### config.mk
export PLATFORM = sky130hd
export DESIGN_NAME = llc_input_scheduler_flat
export DESIGN_NICKNAME = d
export VERILOG_FILES = /design/src/rtl/llc_input_scheduler_pkg.sv /design/src/rtl/llc_input_scheduler_if.sv /design/src/rtl/llc_decision_fifo.sv /design/src/rtl/llc_input_scheduler.sv /design/src/flat_wrapper.sv
export SDC_FILE = /design/constraint.sdc
export NUM_CORES = 1
export LEC_CHECK = 0
export CAP_MARGIN = 20
export CORE_ASPECT_RATIO = 0.5
export CORE_UTILIZATION = 44
export DETAILED_ROUTE_END_ITERATION = 16
export HOLD_SLACK_MARGIN = 0.15
export PLACE_DENSITY = 0.76
export SYNTH_ARGS = -nofsm -noshare
export SYNTH_HDL_FRONTEND = slang
export SYNTH_SLANG_ARGS = --single-unit
### constraint.sdc
create_clock -name clk -period 3.2 [get_ports clk]
set_input_delay 0.64 -clock clk [delete_from_list [all_inputs] [get_ports clk]]
set_output_delay 0.64 -clock clk [all_outputs]
set_load 0.05 [all_outputs]
### src/rtl/llc_input_scheduler_pkg.sv
// Shared types and address geometry for the LLC input scheduler.
// Line address splits into {tag, set}; queue entries record the winning source.
package llc_input_scheduler_pkg;

    localparam int LLC_SET_BITS   = 8;
    localparam int LLC_TAG_BITS   = 8;
    localparam int LINE_ADDR_BITS = LLC_TAG_BITS + LLC_SET_BITS;
    localparam int CH_ID_BITS     = 3;

    typedef logic [LINE_ADDR_BITS-1:0] line_addr_t;

    typedef struct packed {
        logic                  is_resume;
        logic [CH_ID_BITS-1:0] ch;
        line_addr_t            addr;
    } sched_entry_t;

    function automatic logic [LLC_SET_BITS-1:0] addr_set(
        input line_addr_t a
    );
        return a[LLC_SET_BITS-1:0];
    endfunction

    function automatic logic [LLC_TAG_BITS-1:0] addr_tag(
        input line_addr_t a
    );
        return a[LINE_ADDR_BITS-1:LLC_SET_BITS];
    endfunction

endpackage

### src/rtl/llc_input_scheduler_if.sv
// Request-side bundle between the input channels and the scheduler.
// Requesters drive valid/stall/addr; the scheduler answers with get pulses.
interface llc_input_scheduler_if #(
    parameter int NUM_CH = 4
);
    import llc_input_scheduler_pkg::*;

    logic [NUM_CH-1:0] ch_valid;
    logic [NUM_CH-1:0] ch_stall;
    line_addr_t [NUM_CH-1:0] ch_addr;
    logic [NUM_CH-1:0] ch_get;
    logic              resume_valid;
    line_addr_t        resume_addr;
    logic              resume_get;

    modport master (
        output ch_valid,
        output ch_stall,
        output ch_addr,
        output resume_valid,
        output resume_addr,
        input  ch_get,
        input  resume_get
    );

    modport slave (
        input  ch_valid,
        input  ch_stall,
        input  ch_addr,
        input  resume_valid,
        input  resume_addr,
        output ch_get,
        output resume_get
    );

endinterface

### src/rtl/llc_decision_fifo.sv
// Circular decision queue; the head is only visible once written,
// so a push into an empty queue cannot be popped in the same cycle.
module llc_decision_fifo
    import llc_input_scheduler_pkg::*;
#(
    parameter int  QDEPTH  = 4,
    parameter type entry_t = sched_entry_t
) (
    input  logic   clk,
    input  logic   rst,
    input  logic   push,
    input  logic   pop,
    input  entry_t push_data,
    output entry_t head,
    output logic   full,
    output logic   empty
);

    localparam int PW = $clog2(QDEPTH);

    entry_t        mem [QDEPTH];
    logic [PW-1:0] wr_ptr;
    logic [PW-1:0] rd_ptr;
    logic [PW:0]   count;
    logic          do_push;
    logic          do_pop;

    assign do_pop  = pop && !empty;
    assign do_push = push && (!full || do_pop);
    assign full    = (count == (PW+1)'(QDEPTH));
    assign empty   = (count == '0);
    assign head    = mem[rd_ptr];

    always_ff @(posedge clk or negedge rst) begin
        if (!rst) begin
            wr_ptr <= '0;
            rd_ptr <= '0;
            count  <= '0;
        end else begin
            if (do_push) wr_ptr <= wr_ptr + 1'b1;
            if (do_pop)  rd_ptr <= rd_ptr + 1'b1;
            unique case ({do_push, do_pop})
                2'b10:   count <= count + 1'b1;
                2'b01:   count <= count - 1'b1;
                default: count <= count;
            endcase
        end
    end

    always_ff @(posedge clk) begin
        if (do_push) mem[wr_ptr] <= push_data;
    end

endmodule

### src/rtl/llc_input_scheduler.sv
// Picks one request per cycle (resume, then ch0, then fixed/RR among the rest),
// queues the decision and presents the popped head as registered set/tag.
module llc_input_scheduler
    import llc_input_scheduler_pkg::*;
#(
    parameter int NUM_CH = 4,
    parameter int QDEPTH = 4,
    parameter int RR_EN  = 0,
    parameter int RSP_CH = 1
) (
    input  logic                        clk,
    input  logic                        rst,
    llc_input_scheduler_if.slave        req,
    input  logic                        decode_en,
    input  logic                        rd_set_en,
    input  logic [LLC_SET_BITS-1:0]     stalled_set,
    input  logic [LLC_TAG_BITS-1:0]     stalled_tag,
    input  logic                        req_stall,
    output logic                        out_valid,
    output logic                        out_is_resume,
    output logic [$clog2(NUM_CH)-1:0]   out_ch,
    output logic [LLC_SET_BITS-1:0]     out_set,
    output logic [LLC_TAG_BITS-1:0]     out_tag,
    output logic [LLC_SET_BITS-1:0]     set_next,
    output logic                        clr_req_stall,
    output logic                        idle,
    output logic                        q_full,
    output logic                        q_empty
);

    localparam int CW = $clog2(NUM_CH);

    logic [NUM_CH-1:0] elig;
    logic [CW-1:0]     rr_ptr;
    logic [CW-1:0]     rr_win;
    logic [CW-1:0]     fp_win;
    logic [CW-1:0]     win_ch;
    logic              any_src;
    logic              push_ok;
    logic              grant;
    logic              pop;
    int                rr_i;
    sched_entry_t      push_e;
    sched_entry_t      head;

    assign elig    = req.ch_valid & ~req.ch_stall;
    assign any_src = req.resume_valid || (|elig);
    assign push_ok = !q_full || rd_set_en;
    assign grant   = rst && decode_en && push_ok && any_src;
    assign pop     = rd_set_en && !q_empty;

    // Descending scans: the last hit written is the highest-priority one.
    always_comb begin
        fp_win = '0;
        rr_win = '0;
        rr_i   = 0;
        for (int i = NUM_CH - 1; i >= 1; i--) begin
            if (elig[i]) fp_win = CW'(i);
        end
        for (int k = NUM_CH - 2; k >= 0; k--) begin
            rr_i = 1 + ((int'(rr_ptr) - 1 + k) % (NUM_CH - 1));
            if (elig[rr_i]) rr_win = CW'(rr_i);
        end
    end

    always_comb begin
        win_ch = '0;
        if (!elig[0]) win_ch = (RR_EN != 0) ? rr_win : fp_win;
    end

    always_comb begin
        req.ch_get = '0;
        if (grant && !req.resume_valid) req.ch_get[win_ch] = 1'b1;
    end

    assign req.resume_get = grant && req.resume_valid;

    always_comb begin
        push_e.is_resume = req.resume_valid;
        push_e.ch        = '0;
        push_e.addr      = req.resume_addr;
        if (!req.resume_valid) begin
            push_e.ch   = CH_ID_BITS'(win_ch);
            push_e.addr = req.ch_addr[win_ch];
        end
    end

    always_ff @(posedge clk or negedge rst) begin
        if (!rst) begin
            rr_ptr <= CW'(1);
        end else if (RR_EN != 0 && grant && !req.resume_valid
                     && !elig[0]) begin
            rr_ptr <= (win_ch == CW'(NUM_CH - 1)) ? CW'(1)
                                                  : win_ch + 1'b1;
        end
    end

    always_ff @(posedge clk or negedge rst) begin
        if (!rst) begin
            idle <= 1'b0;
        end else if (decode_en && !any_src) begin
            idle <= 1'b1;
        end else if (grant) begin
            idle <= 1'b0;
        end
    end

    llc_decision_fifo #(
        .QDEPTH  (QDEPTH),
        .entry_t (sched_entry_t)
    ) u_fifo (
        .clk       (clk),
        .rst       (rst),
        .push      (grant),
        .pop       (rd_set_en),
        .push_data (push_e),
        .head      (head),
        .full      (q_full),
        .empty     (q_empty)
    );

    always_ff @(posedge clk or negedge rst) begin
        if (!rst) begin
            out_valid     <= 1'b0;
            out_is_resume <= 1'b0;
            out_ch        <= '0;
            out_set       <= '0;
            out_tag       <= '0;
        end else if (rd_set_en) begin
            out_valid <= !q_empty;
            if (!q_empty) begin
                out_is_resume <= head.is_resume;
                out_ch        <= head.ch[CW-1:0];
                out_set       <= addr_set(head.addr);
                out_tag       <= addr_tag(head.addr);
            end
        end
    end

    assign set_next = addr_set(head.addr);

    assign clr_req_stall = pop && req_stall && !head.is_resume
                        && (head.ch == CH_ID_BITS'(RSP_CH))
                        && (addr_set(head.addr) == stalled_set)
                        && (addr_tag(head.addr) == stalled_tag);

endmodule

### src/flat_wrapper.sv
// flat-port wrapper written by rule: the top's interface ports become plain ports
module llc_input_scheduler_flat import llc_input_scheduler_pkg::*;
#(
    parameter int NUM_CH = 4,
    parameter int QDEPTH = 4,
    parameter int RR_EN  = 0,
    parameter int RSP_CH = 1
)
  (clk, rst, decode_en, rd_set_en, stalled_set, stalled_tag, req_stall, out_valid, out_is_resume, out_ch, out_set, out_tag, set_next, clr_req_stall, idle, q_full, q_empty, req_ch_valid, req_ch_stall, req_ch_addr, req_resume_valid, req_resume_addr, req_ch_get, req_resume_get);
  llc_input_scheduler_if #(.NUM_CH(NUM_CH)) req_i ();
  input  logic clk;
  input  logic rst;
  input  logic decode_en;
  input  logic rd_set_en;
  input  logic [LLC_SET_BITS-1:0] stalled_set;
  input  logic [LLC_TAG_BITS-1:0] stalled_tag;
  input  logic req_stall;
  output logic out_valid;
  output logic out_is_resume;
  output logic [$clog2(NUM_CH)-1:0] out_ch;
  output logic [LLC_SET_BITS-1:0] out_set;
  output logic [LLC_TAG_BITS-1:0] out_tag;
  output logic [LLC_SET_BITS-1:0] set_next;
  output logic clr_req_stall;
  output logic idle;
  output logic q_full;
  output logic q_empty;
  input wire logic [$bits(req_i.ch_valid)-1:0] req_ch_valid;
  input wire logic [$bits(req_i.ch_stall)-1:0] req_ch_stall;
  input wire logic [$bits(req_i.ch_addr)-1:0] req_ch_addr;
  input wire logic [$bits(req_i.resume_valid)-1:0] req_resume_valid;
  input wire logic [$bits(req_i.resume_addr)-1:0] req_resume_addr;
  output wire logic [$bits(req_i.ch_get)-1:0] req_ch_get;
  output wire logic [$bits(req_i.resume_get)-1:0] req_resume_get;
  assign req_i.ch_valid = req_ch_valid;
  assign req_i.ch_stall = req_ch_stall;
  assign req_i.ch_addr = req_ch_addr;
  assign req_i.resume_valid = req_resume_valid;
  assign req_i.resume_addr = req_resume_addr;
  assign req_ch_get = req_i.ch_get;
  assign req_resume_get = req_i.resume_get;
  llc_input_scheduler #(.NUM_CH(NUM_CH), .QDEPTH(QDEPTH), .RR_EN(RR_EN), .RSP_CH(RSP_CH)) u_core (.clk(clk), .rst(rst), .req(req_i), .decode_en(decode_en), .rd_set_en(rd_set_en), .stalled_set(stalled_set), .stalled_tag(stalled_tag), .req_stall(req_stall), .out_valid(out_valid), .out_is_resume(out_is_resume), .out_ch(out_ch), .out_set(out_set), .out_tag(out_tag), .set_next(set_next), .clr_req_stall(clr_req_stall), .idle(idle), .q_full(q_full), .q_empty(q_empty));
endmodule
Word level (Yosys, flattened, before mapping)
Memories as Yosys holds them, arrays and structs flattened. Index checks and enable logic that the tools add are counted.

Bits in latches: 0. Memories: 1. Memory bits (writable): 76. Input bits: 110. Word-level logic and storage cells: 67. ROM bits: 0. Register bits: 28. Output and inout bits: 37.

Div/mod/pow operators: 0. Equal/unequal tests: 6. Magnitude comparators: 2. Shifts and indexed selects: 0. Multiply operators: 0. Add/subtract/negate cells: 4. Bitwise operators: 3. Muxes and demuxes: 15. Reduce and logical (&&, ||, !) cells: 27.

Memory list: u_core.u_fifo.mem (depth 4, bits a word 19, rd ports 1, clocked after Yosys merged registers in 0, wr ports 1, line llc_decision_fifo.sv:21) `entry_t mem [QDEPTH];`.

Operators by type and width (number): $bmux W16 S2 (1); $mux W18 (1); $eq A8 B8 Y1 (2); $mux W16 (1); $logic_and A1 B1 Y1 (14); $mux W2 (4); $pmux W3 S2 (1); $logic_not A1 Y1 (5); $mux W1 (5); $add A2 B1 Y2 const B (2); $and A4 B4 Y4 (1); $mux W4 (1); $not A4 Y4 (1); $reduce_bool A2 Y1 (2); $reduce_or A4 Y1 (1); $add A3 B1 Y3 const B (1); $eq A3 B1 Y1 const B (1); $eq A3 B3 Y1 const B (1); $logic_not A3 Y1 (1); $logic_or A1 B1 Y1 (3); $lt A2 B3 Y1 const B (1); $sub A3 B1 Y3 const B (1); $demux W1 S2 (1); $eq A2 B1 Y1 const B (1); 4 further kinds (4).

Depth between registers and ports, before layout
Depth in word-level cells: 11. Gate-level depth with buffers: 11. Depth with buffers taken out: 10.

By module
From an unflattened synthesis, not the netlist that was laid out.

Cells, all modules: 347. Area, all modules: 5121.2 um2.

By module, submodules not included: llc_decision_fifo (cells an instance 142, instances 1, area an instance 3310.7 um2, seq. area each 2577.5 um2); llc_input_scheduler (cells an instance 205, instances 1, area an instance 1810.5 um2, seq. area each 525.5 um2).

Worst setup path before layout
No wires, ideal clock.

Path kind: input -> output. Start: in req_ch_stall[1]. End: out req_ch_get[1]. Data arrival time: 2864 ps. Path buffers: 1. Slack: -304 ps. Data required time: 2560 ps. Stages: 6. Path through: nand2b_1 > nand2_1 > nor3_1 > nand2b_1 > clkbuf_1 > nor4_1.

Word-level cells in the longest chain between the ends: 9. Elaborated cells on any way between the ends: 14. Those cells by class: order compare: 2; mux: 5; bitwise: 2; reduce/logical: 5.

Ends and longest elaborated chain: from (decl) (line flat_wrapper.sv:29) `input wire logic [$bits(req_i.ch_stall)-1:0] req_ch_stall;`; $not A4 Y4 (*) (line llc_input_scheduler.sv:46) `assign elig = req.ch_valid & ~req.ch_stall;`; $and A4 B4 Y4 (*) (line llc_input_scheduler.sv:46); $mux W2 (line llc_input_scheduler.sv:58) `if (elig[i]) fp_win = CW'(i);`; $mux W2 (line llc_input_scheduler.sv:68) `if (!elig[0]) win_ch = (RR_EN != 0) ? rr_win : fp_win;`; $lt A2 B3 Y1 (not written as such) or $ge A2 B1 Y1 (tied branches) (line llc_input_scheduler.sv:73) `if (grant && !req.resume_valid) req.ch_get[win_ch] = 1'b1;`; $logic_and A1 B1 Y1 (not written as such) (line llc_input_scheduler.sv:73); $mux W1 (not written as such) (line llc_input_scheduler.sv:73); $demux W1 S2; $mux W4 (*) (line llc_input_scheduler.sv:73); to (decl) (line flat_wrapper.sv:33) `output wire logic [$bits(req_i.ch_get)-1:0] req_ch_get;`.

Mark *: on every way between the ends. The rest lies on a longest branch, timed or not.

Final worst setup path
Start: reg u_core.u_fifo.rd_ptr[0]. End: out clr_req_stall.

Word-level cells in the longest chain between the ends: 6. Elaborated cells on any way between the ends: 9. Those cells by class: eq/ne: 3; reduce/logical: 5; memory: 1.

Ends and longest elaborated chain: from (decl) (line llc_decision_fifo.sv:23) `logic [PW-1:0] rd_ptr;`; from (signal assigned) (line llc_decision_fifo.sv:41) `if (do_pop) rd_ptr <= rd_ptr + 1'b1;`; $mem_v2 Z4 W19 (*); branches (longest 4 deep; another with $eq A8 B8 Y1); $logic_and A1 B1 Y1 (*) (line llc_input_scheduler.sv:145) `&& (addr_tag(head.addr) == stalled_tag);`; to (decl) (line flat_wrapper.sv:24) `output logic clr_req_stall;`.

Every way passes the cells marked *.

==> impl_metrics.toml <==
[place]
place_congestion = 0.802
place_area_um2 = 6530
portBuffers = 146
dp_slack_ps = 1.49
hpwl_um = 9100

[timing]
period_needed_ps = 3340
rsz0062_at_grt = "yes"
tightest_slew_ps = 785
report.final.slew_viol_count = 0
setup_viol = 1
worst_slack_ps = -136
final.setup_skew_ps = 14.5
finalHoldViolCount = 0
fmax_mhz = 300
period_share_pct = 104
max-slew-margin-rel_pct = 47.6

[setup_path]
slowest_delay_ps = 520
cp-end-kind = "output port"
worstSetupPathType = "reg2out"
path_cells = "buf_12 > buf_12 > mux4_2 > xor2_1 > nor4_2 > nand4_1 > nor3_4 > buf_12"
reg2reg_from = "u_core.u_fifo.count[0]"
startpoint_type = "flip-flop"
critPathRequiredTime_ps = 2560
cp-startpoint = "u_core.u_fifo.rd_ptr[0]"
critPathMostFrequentCell = "buf_12"
cp_max_fo = 7
cpMaxStageDelayCell = "mux4_2"
cp.arrival_ps = 2700

[floorplan]
die_height_um = 76.0
core_area_um2 = 10400
die_w_um = 150
die_area_um2 = 11400
rows = 26
initial_utilization_pct = 46.3
io_pins = 147

[status]
violations = "negative setup slack"
status = "finished with violations"

[global_route]
grtUsageMet2_pct = 34.4
grt_pass1_vias = 3540
antenna_found_initial = 0
grt_util_met1_pct = 34.7
overflow = 0
gr-usage-all-layers_pct = 23.2
grt_first_pass_wirelength_um = 19300
grt_start_max_net_pins = 44
busiest_layer = "met1"
globalRouteMet3Util_pct = 4.28

[clock_tree]
insertion_delay_ps = 350
cts_tree = "yes"
clockBufferDepth = 2
cts_root_buf = "clkbuf_16"
cts_buffers = 9
clock_sinks = 104
cts.clk_slew.worst_paths_ps = 80
cts_max_level = 3

[route]
drtAntennaViolNets = 0
wl_per_cell_um = 19.2
num_vias = 3606
first_pass_iters = 4
dr.first_iter.drc_count = 283
drc = 0
wl_um = 13000
viasPerCell = 5.33

[finish]
final_area_um2 = 6970
diodes = 0
nets = 648
areaGrowthSynthToFinish_pct = 44.7
final_layout_size_suffix_gt1_share_pct = 15.6
most-common-layout-cells = "clkdlybuf4s50_1, nand2_1, edfxtp_1"
final_common_cell = "clkdlybuf4s50_1"
final_util_pct = 66.9

[hold_path]
hp-start = "u_core.out_set[6]"
hp-class = "reg2reg"

[synth]
ys_warn_count = 0
synth-seq-area-share_pct = 62.0
synthCells = 371
synthArstFlopShare_pct = 26.9
syn-num-nets = 487
synth_area_um2 = 4810
ys_ff_latch = 104
yosysTopAreaCellShare_pct = 47.4
synthTopCellsByArea = "edfxtp_1, dfrtp_1, mux4_2"
synth_largest_area_cell = "edfxtp_1"
synthFlopType = "edfxtp_1"
netlist-cell-type-count = 36
synth_edf_count = 76
avgSynthCellArea_um2 = 13.0

[power_and_ir_drop]
power_density_nw_per_um2 = 800
peakVddDrop_v = 0.000325
leakagePower_nw = 2.70

[flow_run]
maxCapViolations = 0
## kinds of logic after synthesis
kind of cell | count (synthesis) | synth area share [%]
buf+inv | 53 | 4.99
mux | 22 | 9.38
flops | 104 | 62.0
fa+ha+maj | 6 | 1.72
simple gates | 124 | 11.1
compound gates | 40 | 6.83
xor+xnor | 22 | 4.00
## report_power, final
group	internal, mW	leakage, nW	switching, mW
clock	0.559	0.150	0.531
combinational	1.06	1.52	1.54
sequential	1.73	1.03	0.153
## worst max-delay path, delay by kind of cell, from the launching register on
kind / cells / cell delay, ps
flip-flops: 1 / 420
XOR/XNOR: 1 / 170
multiplexers: 1 / 520
buffers and inverters: 3 / 440
AND/OR/NAND/NOR: 3 / 780
## cell usage after synthesis, types with 2 or more instances
master    count
nand2_1      90
xnor2_1       5
buf_4         9
o21ai_0       2
nor2b_1       2
edfxtp_1     76
mux2_2        2
a32oi_1      16
nor4_1        5
dfrtp_1      28
a21oi_1       2
nor2_1       10
clkbuf_1     14
mux2i_1       2
ha_1          5
nand2b_1      5
xor2_1       17
mux4_2       17
a221oi_1     16
nand4_1       2
inv_1        28
nor3_1        3
nor3b_1       2
## routing by layer
layer,up-vias,share of wire [%]
li1,1666,-
met1,1764,46
met2,166,45
met3,10,8.1
met4,0,1.1
met5,-,0
## area by class of cell
type | instances | area, um^2
clock buffer | 9 | 225
clock inverter | 7 | 81.3
fill | 779 | 3440
inverter | 28 | 105
multi-input combinational | 214 | 1620
sequential | 104 | 2980
tap | 140 | 175
timing repair buffer | 175 | 1780
## sequential cells by signal, summed over array words and instances (netlist names), 2 cells and up
signal                flops
u_core.u_fifo.mem        76
u_core.out_tag            8
u_core.out_ch             2
u_core.u_fifo.rd_ptr      2
u_core.u_fifo.wr_ptr      2
u_core.out_set            8
u_core.u_fifo.count       3
## metrics by stage
stage          hold slack (ps)  TNS, ps  power (mW)  cells
5_1_grt                    506     -221        5.84    677
4_1_cts                    481     -104        5.53    675
6_report                   473     -136        5.58    677
3_5_place_dp               463        0        4.34    652
3_3_place_gp               459        0        4.28    652
2_1_floorplan              344     -913        3.56    371
## worst paths after layout
| check | end | slack [ps] | depth (start not counted) |
|---|---|---|---|
| min reg2reg | u_core.out_set[6] | 470 | 2 |
| max in group asynchronous | u_core.out_tag[0] | 2170 | 2 |
| min in group asynchronous | u_core.u_fifo.count[2] | 720 | 2 |
| min | u_core.out_set[6] | 470 | 2 |
| max | clr_req_stall | -140 | 8 |
| max reg2reg | u_core.u_fifo.count[2] | 990 | 10 |
## repair_timing
action                     in CTS  in global routing
setup endpoints to repair       2                  2
hold buffers                    0                  0
pin swaps                       4                  4
hold endpoints to repair        0                  0
buffers inserted                7                  2
gates resized for setup         9                  4
Power figures use the tool's default switching activity.
